[src/rtl/sram_arb_pkg.sv]
// sram_arb_pkg: shared types and constants for the SRAM port arbiter.
package sram_arb_pkg;
    typedef enum logic {ARB_IDLE, ARB_OWNED} arb_state_type;
    localparam int REQ_FETCH = 0;
    localparam int REQ_WRITE = 1;
    localparam int SRAM_ADDR_W = 18;
    localparam int SRAM_DATA_W = 16;
    typedef struct packed {
        logic       valid;
        logic [1:0] owner;
    } arb_tag_t;
endpackage

[src/rtl/sram_port_arbiter_if.sv]
// sram_port_arbiter_if: requester-side bus and muxed SRAM pins of the arbiter.
interface sram_port_arbiter_if import sram_arb_pkg::*; #(parameter int N_REQ = 2);
    logic [N_REQ-1:0]             req;
    logic [N_REQ-1:0]             lock;
    logic [N_REQ*SRAM_ADDR_W-1:0] req_address;
    logic [N_REQ-1:0]             req_we_n;
    logic [N_REQ*SRAM_DATA_W-1:0] req_write_data;
    logic [N_REQ-1:0]             gnt;
    logic [N_REQ-1:0]             rd_valid;
    logic [1:0]                   owner;
    logic                         busy;
    logic [SRAM_ADDR_W-1:0]       SRAM_address;
    logic                         SRAM_we_n;
    logic [SRAM_DATA_W-1:0]       SRAM_write_data;
    modport master (
        output req, lock, req_address, req_we_n, req_write_data,
        input  gnt, rd_valid, owner, busy, SRAM_address, SRAM_we_n, SRAM_write_data
    );
    modport slave (
        input  req, lock, req_address, req_we_n, req_write_data,
        output gnt, rd_valid, owner, busy, SRAM_address, SRAM_we_n, SRAM_write_data
    );
endinterface

[src/rtl/sram_arb_rr_pick.sv]
// sram_arb_rr_pick: combinational round-robin pick starting after last_owner.
module sram_arb_rr_pick import sram_arb_pkg::*; #(parameter int N_REQ = 2) (
    input  logic [N_REQ-1:0] req,
    input  logic [1:0]       last_owner,
    output logic [1:0]       winner,
    output logic             any
);
    logic [3:0] req_pad;
    logic [1:0] idx;
    // Walk from farthest to nearest so the nearest requester overwrites last.
    always_comb begin
        req_pad = 4'(req);
        winner = 2'(REQ_FETCH);
        idx = '0;
        for (int k = N_REQ; k >= 1; k--) begin
            idx = 2'((int'(last_owner) + k) % N_REQ);
            if (req_pad[idx]) winner = idx;
        end
    end
    assign any = |req;
endmodule

[src/rtl/sram_port_arbiter.sv]
// sram_port_arbiter: round-robin owner of the single SRAM port with read tagging.
// Optional forced rotation after MAX_BURST cycles when SRAM_ARB_FAIRNESS_EN is defined.
module sram_port_arbiter import sram_arb_pkg::*; #(
    parameter int N_REQ     = 2,
    parameter int READ_LAT  = 2,
    parameter int MAX_BURST = 64
) (
    input logic               clock,
    input logic               resetn,
    sram_port_arbiter_if.slave bus
);
    arb_state_type state;
    logic [1:0] last_owner, winner;
    logic any, owned, active, preempt;
    logic [3:0] req_pad, we_pad;
    logic [SRAM_ADDR_W-1:0] addr_a [4];
    logic [SRAM_DATA_W-1:0] data_a [4];
    arb_tag_t [READ_LAT-1:0] tags;

    sram_arb_rr_pick #(.N_REQ(N_REQ)) u_pick (
        .req(bus.req), .last_owner(last_owner), .winner(winner), .any(any)
    );

    always_comb begin
        req_pad = 4'(bus.req);
        we_pad = 4'(bus.req_we_n);
        for (int i = 0; i < 4; i++) begin
            addr_a[i] = '0;
            data_a[i] = '0;
        end
        for (int i = 0; i < N_REQ; i++) begin
            addr_a[i] = bus.req_address[i*SRAM_ADDR_W +: SRAM_ADDR_W];
            data_a[i] = bus.req_write_data[i*SRAM_DATA_W +: SRAM_DATA_W];
        end
    end

    assign owned = state == ARB_OWNED;
    assign active = owned && req_pad[bus.owner];
    assign bus.SRAM_address = active ? addr_a[bus.owner] : '0;
    assign bus.SRAM_we_n = active ? we_pad[bus.owner] : 1'b1;
    assign bus.SRAM_write_data = active ? data_a[bus.owner] : '0;

`ifdef SRAM_ARB_FAIRNESS_EN
    logic [6:0] burst_cnt;
    logic [3:0] lock_pad;
    assign lock_pad = 4'(bus.lock);
    // Fires on the edge that completes the MAX_BURST-th owned cycle.
    assign preempt = active && !lock_pad[bus.owner] && (req_pad & ~(4'b1 << bus.owner)) != '0
                     && burst_cnt >= 7'(MAX_BURST - 1);
    always_ff @(posedge clock) begin
        if (!resetn || (owned ? (!active || preempt) : any)) burst_cnt <= '0;
        else if (active && burst_cnt != '1) burst_cnt <= burst_cnt + 1'b1;
    end
`else
    localparam int unused_max_burst = MAX_BURST;
    logic unused_lock;
    assign preempt = 1'b0;
    assign unused_lock = ^bus.lock;
`endif

    // A release hands straight to the next winner; preemption goes via idle.
    always_ff @(posedge clock) begin
        if (!resetn) begin
            state <= ARB_IDLE;
            bus.gnt <= '0;
            bus.busy <= 1'b0;
            bus.owner <= 2'(REQ_FETCH);
            last_owner <= 2'(N_REQ - 1);
        end else if (any && !active) begin
            state <= ARB_OWNED;
            bus.gnt <= N_REQ'(1 << winner);
            bus.busy <= 1'b1;
            bus.owner <= winner;
            last_owner <= winner;
        end else if (owned && (!active || preempt)) begin
            state <= ARB_IDLE;
            bus.gnt <= '0;
            bus.busy <= 1'b0;
        end
    end

    always_ff @(posedge clock) begin
        if (!resetn) tags <= '0;
        else begin
            tags[0] <= '{valid: active && we_pad[bus.owner], owner: bus.owner};
            for (int i = 1; i < READ_LAT; i++) tags[i] <= tags[i-1];
        end
    end

    assign bus.rd_valid = tags[READ_LAT-1].valid ? N_REQ'(1 << tags[READ_LAT-1].owner) : '0;
endmodule

[src/flat_wrapper.sv]
// flat-port wrapper written by rule: the top's interface ports become plain ports
module sram_port_arbiter_flat import sram_arb_pkg::*;
#(
    parameter int N_REQ     = 2,
    parameter int READ_LAT  = 2,
    parameter int MAX_BURST = 64
)
  (clock, resetn, bus_req, bus_lock, bus_req_address, bus_req_we_n, bus_req_write_data, bus_gnt, bus_rd_valid, bus_owner, bus_busy, bus_SRAM_address, bus_SRAM_we_n, bus_SRAM_write_data);
  sram_port_arbiter_if #(.N_REQ(N_REQ)) bus_i ();
  input logic clock;
  input logic resetn;
  input wire logic [$bits(bus_i.req)-1:0] bus_req;
  input wire logic [$bits(bus_i.lock)-1:0] bus_lock;
  input wire logic [$bits(bus_i.req_address)-1:0] bus_req_address;
  input wire logic [$bits(bus_i.req_we_n)-1:0] bus_req_we_n;
  input wire logic [$bits(bus_i.req_write_data)-1:0] bus_req_write_data;
  output wire logic [$bits(bus_i.gnt)-1:0] bus_gnt;
  output wire logic [$bits(bus_i.rd_valid)-1:0] bus_rd_valid;
  output wire logic [$bits(bus_i.owner)-1:0] bus_owner;
  output wire logic [$bits(bus_i.busy)-1:0] bus_busy;
  output wire logic [$bits(bus_i.SRAM_address)-1:0] bus_SRAM_address;
  output wire logic [$bits(bus_i.SRAM_we_n)-1:0] bus_SRAM_we_n;
  output wire logic [$bits(bus_i.SRAM_write_data)-1:0] bus_SRAM_write_data;
  assign bus_i.req = bus_req;
  assign bus_i.lock = bus_lock;
  assign bus_i.req_address = bus_req_address;
  assign bus_i.req_we_n = bus_req_we_n;
  assign bus_i.req_write_data = bus_req_write_data;
  assign bus_gnt = bus_i.gnt;
  assign bus_rd_valid = bus_i.rd_valid;
  assign bus_owner = bus_i.owner;
  assign bus_busy = bus_i.busy;
  assign bus_SRAM_address = bus_i.SRAM_address;
  assign bus_SRAM_we_n = bus_i.SRAM_we_n;
  assign bus_SRAM_write_data = bus_i.SRAM_write_data;
  sram_port_arbiter #(.N_REQ(N_REQ), .READ_LAT(READ_LAT), .MAX_BURST(MAX_BURST)) u_core (.clock(clock), .resetn(resetn), .bus(bus_i));
endmodule
[config.mk]
export PLATFORM = sky130hd
export DESIGN_NAME = sram_port_arbiter_flat
export DESIGN_NICKNAME = d
export VERILOG_FILES = /design/src/rtl/sram_arb_pkg.sv /design/src/rtl/sram_port_arbiter_if.sv /design/src/rtl/sram_arb_rr_pick.sv /design/src/rtl/sram_port_arbiter.sv /design/src/flat_wrapper.sv
export SDC_FILE = /design/constraint.sdc
export NUM_CORES = 1
export LEC_CHECK = 0
export CORE_ASPECT_RATIO = 0.9
export CORE_UTILIZATION = 27
export CTS_CLUSTER_DIAMETER = 30
export DETAILED_ROUTE_END_ITERATION = 7
export PLACE_DENSITY = 0.83
export REMOVE_ABC_BUFFERS = 1
export SLEW_MARGIN = 5
export SYNTH_ARGS = -nofsm -noshare
export SYNTH_HDL_FRONTEND = slang
export SYNTH_HIERARCHICAL = 1
export SYNTH_SLANG_ARGS = --single-unit
[constraint.sdc]
create_clock -name clock -period 1.6 [get_ports clock]
set_input_delay 0.4 -clock clock [delete_from_list [all_inputs] [get_ports clock]]
set_output_delay 0.4 -clock clock [all_outputs]
set_load 0.005 [all_outputs]
======== Yosys cells after proc, flatten, opt, wreduce, memory -nomap -nowiden ========
Cells that the tools add are included.
cells by class
  add/sub/neg operators ................... 2
  $lt $le $gt $ge ......................... 4
  shift-type cells ........................ 2
  multiplexer cells ....................... 24
  bitwise logic cells ..................... 3
  reductions and logical operators ........ 7
operators by type and width
  cell                 number
  $mux 18              3
  $mux 16              3
  $bmux 18 s2          1
  $bmux 16 s2          1
  $mux 2               5
  $lt 2x3->1 const B   3
  $bmux 1 s2           4
  $mux 1               7
  $logic_and 1x1->1    4
  $shl 1x2->2 const A  2
  $ge 3x3->1 const B   1
  $not 2->3            1
  $add 1x1->1 const B  2
  $and 1x1->1 const A  2
  $reduce_bool 2->1    1
  $reduce_or 2->1      1
  $logic_not 1->1      1
storage, ports and cells
  register bits after elaboration ......... 12
  input port bits ......................... 76
  output and inout bits ................... 42
  logic and storage cells ................. 50

======== Depth between registers and ports, before layout ========
  depth after elaboration ................. 8
  mapped depth ............................ 4
  gate-level depth less buffers ........... 4

======== Hierarchy ========
Netlist, hierarchy kept.
modules (own cells, without submodules)
  module             times used  cells each  area each (µm²)  seq. area each (µm²)
  sram_port_arbiter  1           122         982.2            240.2
  sram_arb_rr_pick   1           4           25.0             0.0

======== Worst setup path after synthesis ========
OpenSTA, ideal clock, no wires.
  kind .................................... reg2out
  start ................................... register u_core.bus.owner[0]
  end ..................................... output bus_SRAM_address[0]
  arrival ................................. 1,125 ps
  required time ........................... 1,200 ps
  path slack .............................. 75 ps
  stages on the path, launching flop included .. 5
  cells stage by stage .................... dfxtp_1 > mux2_2 > nand2_2 > buf_2 > nor2_1
on the way
  word-level cells in the longest chain between the ends .. 5
  elaborated cells between the ends (all ways) .. 8
ends and longest elaborated chain
  element                                      line                        source
  start: declaration                           sram_port_arbiter_if.sv:21  output gnt, rd_valid, owner, busy, SRAM_address, SRAM_we_n, SRAM_write_data
  start signal: assignment                     sram_port_arbiter.sv:67     bus.owner <= 2'(REQ_FETCH);
  start signal: assignment                     sram_port_arbiter.sv:73     bus.owner <= winner;
  $not 2->3 (not written as such)              sram_port_arbiter.sv:39     assign bus.SRAM_address = active ? addr_a[bus.owner] : '0;
  $bmux 18 s2                                  sram_port_arbiter.sv:39
  $mux 18 (not written as such) (2 in series)  sram_port_arbiter.sv:39
  $mux 18 (*)                                  sram_port_arbiter.sv:39
  end: declaration                             flat_wrapper.sv:21          output wire logic [$bits(bus_i.SRAM_address)-1:0] bus_SRAM_address;
Mark *: on every way between the ends. The rest lies on a longest branch, timed or not. The select of a mux whose other input is x is not followed.

======== Final worst setup path ========
  start ................................... register u_core.bus.owner[0]
  end ..................................... output bus_SRAM_address[8]
The elaborated chain is that of the path after synthesis.

==> summary.txt <==
==================================================================================================
Fill cells                                                                                     276
Average cell area after synthesis                                                         7.99 µm²
Clock Latency Late Sink                                                                    0.24 ns
Area growth from synthesis to final layout                                                    145%
Max Transition Viols Final                                                                       0
Power per Cell Area                                                                     484 mW/mm²
Wirelength per Cell                                                                        13.2 µm
Ys flop type                                                                          sky130_fd_sc_hd__dfxtp_1
Cell with the largest stage delay on the worst path                                   sky130_fd_sc_hd__dfxtp_4
Clock transition time at the flip-flop clock pins of the worst setup and hold paths        0.05 ns
Post-route total power                                                                     1.19 mW
Clock tree from TritonCTS                                                                     done
Switching portion of total power                                                             0.274
Number of enable-type register cells in the synthesized netlist                                  0
Height of the die                                                                          59.9 µm
Hold buffers post-CTS                                                                            0
Number of buffers inserted by port buffering                                                   115
Total overflow reported by the global router                                                     0
Flop and latch count out of synthesis                                                           12
Max Fanout on Critical Path                                                                      7
Failing checks                                                                        setup timing
Share of power burned in registers                                                           0.271
Type of the most critical hold path                                                        reg2reg
Combinational power share                                                                    0.505
Number of nets at the end of the flow                                                          339
Leading cell types in the layout, fill and taps excluded                              sky130_fd_sc_hd__clkdlybuf4s50_1, sky130_fd_sc_hd__mux2i_1, sky130_fd_sc_hd__buf_2
Ports                                                                                          118
Final setup violation count                                                                     36
Largest net degree at the start of global routing                                               18
Cell area after synthesis                                                              0.00101 mm²
Crit path launch type                                                                     register
Total wire length after detailed routing                                                   4030 µm
Type of element capturing the critical path                                            output port
Proportion of layout cells with a drive suffix above 1                                       0.364
Worst endpoint required time                                                               1.20 ns
Total core area                                                                        0.00348 mm²
Worst path cell trace                                                                 mux2_4, nand2_8, buf_16, buf_12, nor2_2, buf_2
Net switching power figure                                                                0.327 mW
First DRT Iteration DRCs                                                                        36
Post-Synthesis Cells                                                                           126
Antenna cell count                                                                               0
Sink count of the clock tree                                                                    12
Starting Density                                                                             0.290
Unique masters post-synth                                                                       31
Detailed-route vias per instance                                                              4.62
Post-synth ARST share                                                                            0
Clock network fraction of design power                                                       0.224
Cell chosen for the clock root                                                        sky130_fd_sc_hd__clkbuf_8
Antenna-violating nets left                                                                      0
TritonRoute pass-1 iters                                                                         4
Die footprint                                                                          0.00398 mm²
Total number of vias                                                                          1410
Most frequent standard cell in the layout excluding fill and tap cells                sky130_fd_sc_hd__clkdlybuf4s50_1
Number of antenna violations at the first check in global routing                                0
# rows                                                                                          20
Number of hold violations in the final report                                                    0
Maximum frequency from static timing analysis                                            0.535 GHz
Utilization after layout                                                                     0.709
Category of the critical setup timing path                                                 reg2out
Max cap viols                                                                                    0
DRC                                                                                              0
Share of the clock period used by the worst path after layout                                 1.17
Worst clock skew                                                                        0.00475 ns
Number of warning messages in the yosys log                                                      6
CTS buffer count                                                                                 3
Crit path largest cell delay                                                               0.36 ns
Total routing usage reported by global routing                                               0.201
Register area share after synthesis                                                          0.239
Wire length of the first global-routing pass                                               5980 µm
H-tree depth                                                                                     1
Outcome                                                                               complete, but fails checks
Worst vdd ir                                                                            0.000300 V
Data arrival, critical path                                                                1.47 ns
FF-to-FF path depth                                                                              6
Die width                                                                                  66.4 µm
Static leakage                                                                             1.07 nW
RSZ-0062 raised after global routing                                                           yes
Gpl congestion                                                                               0.797
Post-detailed-placement half-perimeter wirelength                                          2960 µm
Worst slack at placement                                                                 -0.744 ns
Via count of the first global-routing pass                                                    1303
Worst hold stages                                                                                1
Worst setup margin                                                                       -0.268 ns
Max clock buf depth                                                                              2
Internal                                                                                  0.866 mW
Final critical path time including I/O delays and setup                                    1.87 ns
==================================================================================================
==> stage by stage <==
stage | TNS (ns) | hold WS, ns | cells | cell area, µm²
after floorplan | -47.26 | 0.412 | 116 | 946
after global placement | -24.66 | 0.416 | 291 | 2300
after detailed placement | -25.87 | 0.419 | 291 | 2300
after CTS | -8.11 | 0.434 | 305 | 2410
after global routing | -9.18 | 0.448 | 305 | 2470
final | -7.69 | 0.432 | 305 | 2470
==> what timing repair did <==
| item | 4_1_cts | 5_1_grt |
|---|---|---|
| gates resized for setup | 158 | 31 |
| pin swaps | 15 | 7 |
| buffers inserted | 8 | 1 |
| gates cloned | 3 | 0 |
| endpoints found under the setup margin | 39 | 37 |
==> power by group through the flow <==
stage          combinational [mW]  sequential [mW]  clock [mW]
4_1_cts                     0.583            0.324       0.273
2_1_floorplan               0.150            0.352           0
6_report                    0.603            0.324       0.267
3_3_place_gp                0.525            0.328           0
5_1_grt                     0.647            0.325       0.289
3_5_place_dp                0.530            0.329           0
==> cell families after synthesis <==
kind of cell	Yosys count	synth area share
simple gates	54	0.244
mux	37	0.373
flops	12	0.239
compound gates	11	0.0770
buf+inv	11	0.0646
other cells	1	0.00372
==> registers in the layout, summed over array words and instances, names as in the netlist <==
| signal | count |
|---|---|
| u_core/tags | 6 |
| u_core/last_owner | 1 |
| u_core/bus.gnt | 2 |
| u_core/owned | 1 |
| u_core/bus.owner | 2 |
==> critical path, delay by kind of cell, from the launching register on <==
kind | cells | cell delay [ns]
flip-flops | 1 | 0.36
multiplexers | 1 | 0.34
AND/OR/NAND/NOR | 2 | 0.14
buffers and inverters | 3 | 0.39
==> path summary, 6_finish.rpt <==
| path | from | end | slack (ns) |
|---|---|---|---|
| worst max-delay path | u_core/bus.owner[0] | bus_SRAM_address[8] | -0.27 |
| worst min register to register | u_core/tags[2] | u_core/tags[5] | 0.43 |
| worst min-delay path | u_core/tags[2] | u_core/tags[5] | 0.43 |
| worst max register to register | u_core/bus.owner[0] | u_core/last_owner[0] | 0.08 |
==> routing by layer <==
| metal | wire length [µm] | GRT usage | vias up |
|---|---|---|---|
| met4 | 29 | 0.0547 | 0 |
| met3 | 330 | 0.0592 | 2 |
| li1 | - | - | 701 |
| met2 | 2140 | 0.359 | 64 |
| met1 | 1530 | 0.234 | 643 |
| met5 | 0 | 0 | - |
==> cell type report <==
class | count | area (µm²) | share of cell area
multi-input combinational | 103 | 812 | 0.329
inverter | 1 | 3.75 | 0.00152
timing repair buffer | 142 | 1310 | 0.531
tap | 44 | 55.1 | 0.0223
clock buffer | 3 | 41.3 | 0.0167
sequential | 12 | 245 | 0.0994
==> cell usage after synthesis (2+ instances only) <==
library cell	n	area (µm²)
sky130_fd_sc_hd__dfxtp_1	12	240
sky130_fd_sc_hd__buf_4	2	15.0
sky130_fd_sc_hd__a21oi_1	2	10.0
sky130_fd_sc_hd__and2_1	6	37.5
sky130_fd_sc_hd__nor2_1	36	135
sky130_fd_sc_hd__nand2_1	3	11.3
sky130_fd_sc_hd__mux2i_1	35	350
sky130_fd_sc_hd__buf_2	7	35.0
Note: power is estimated with default switching activity, not from simulation.
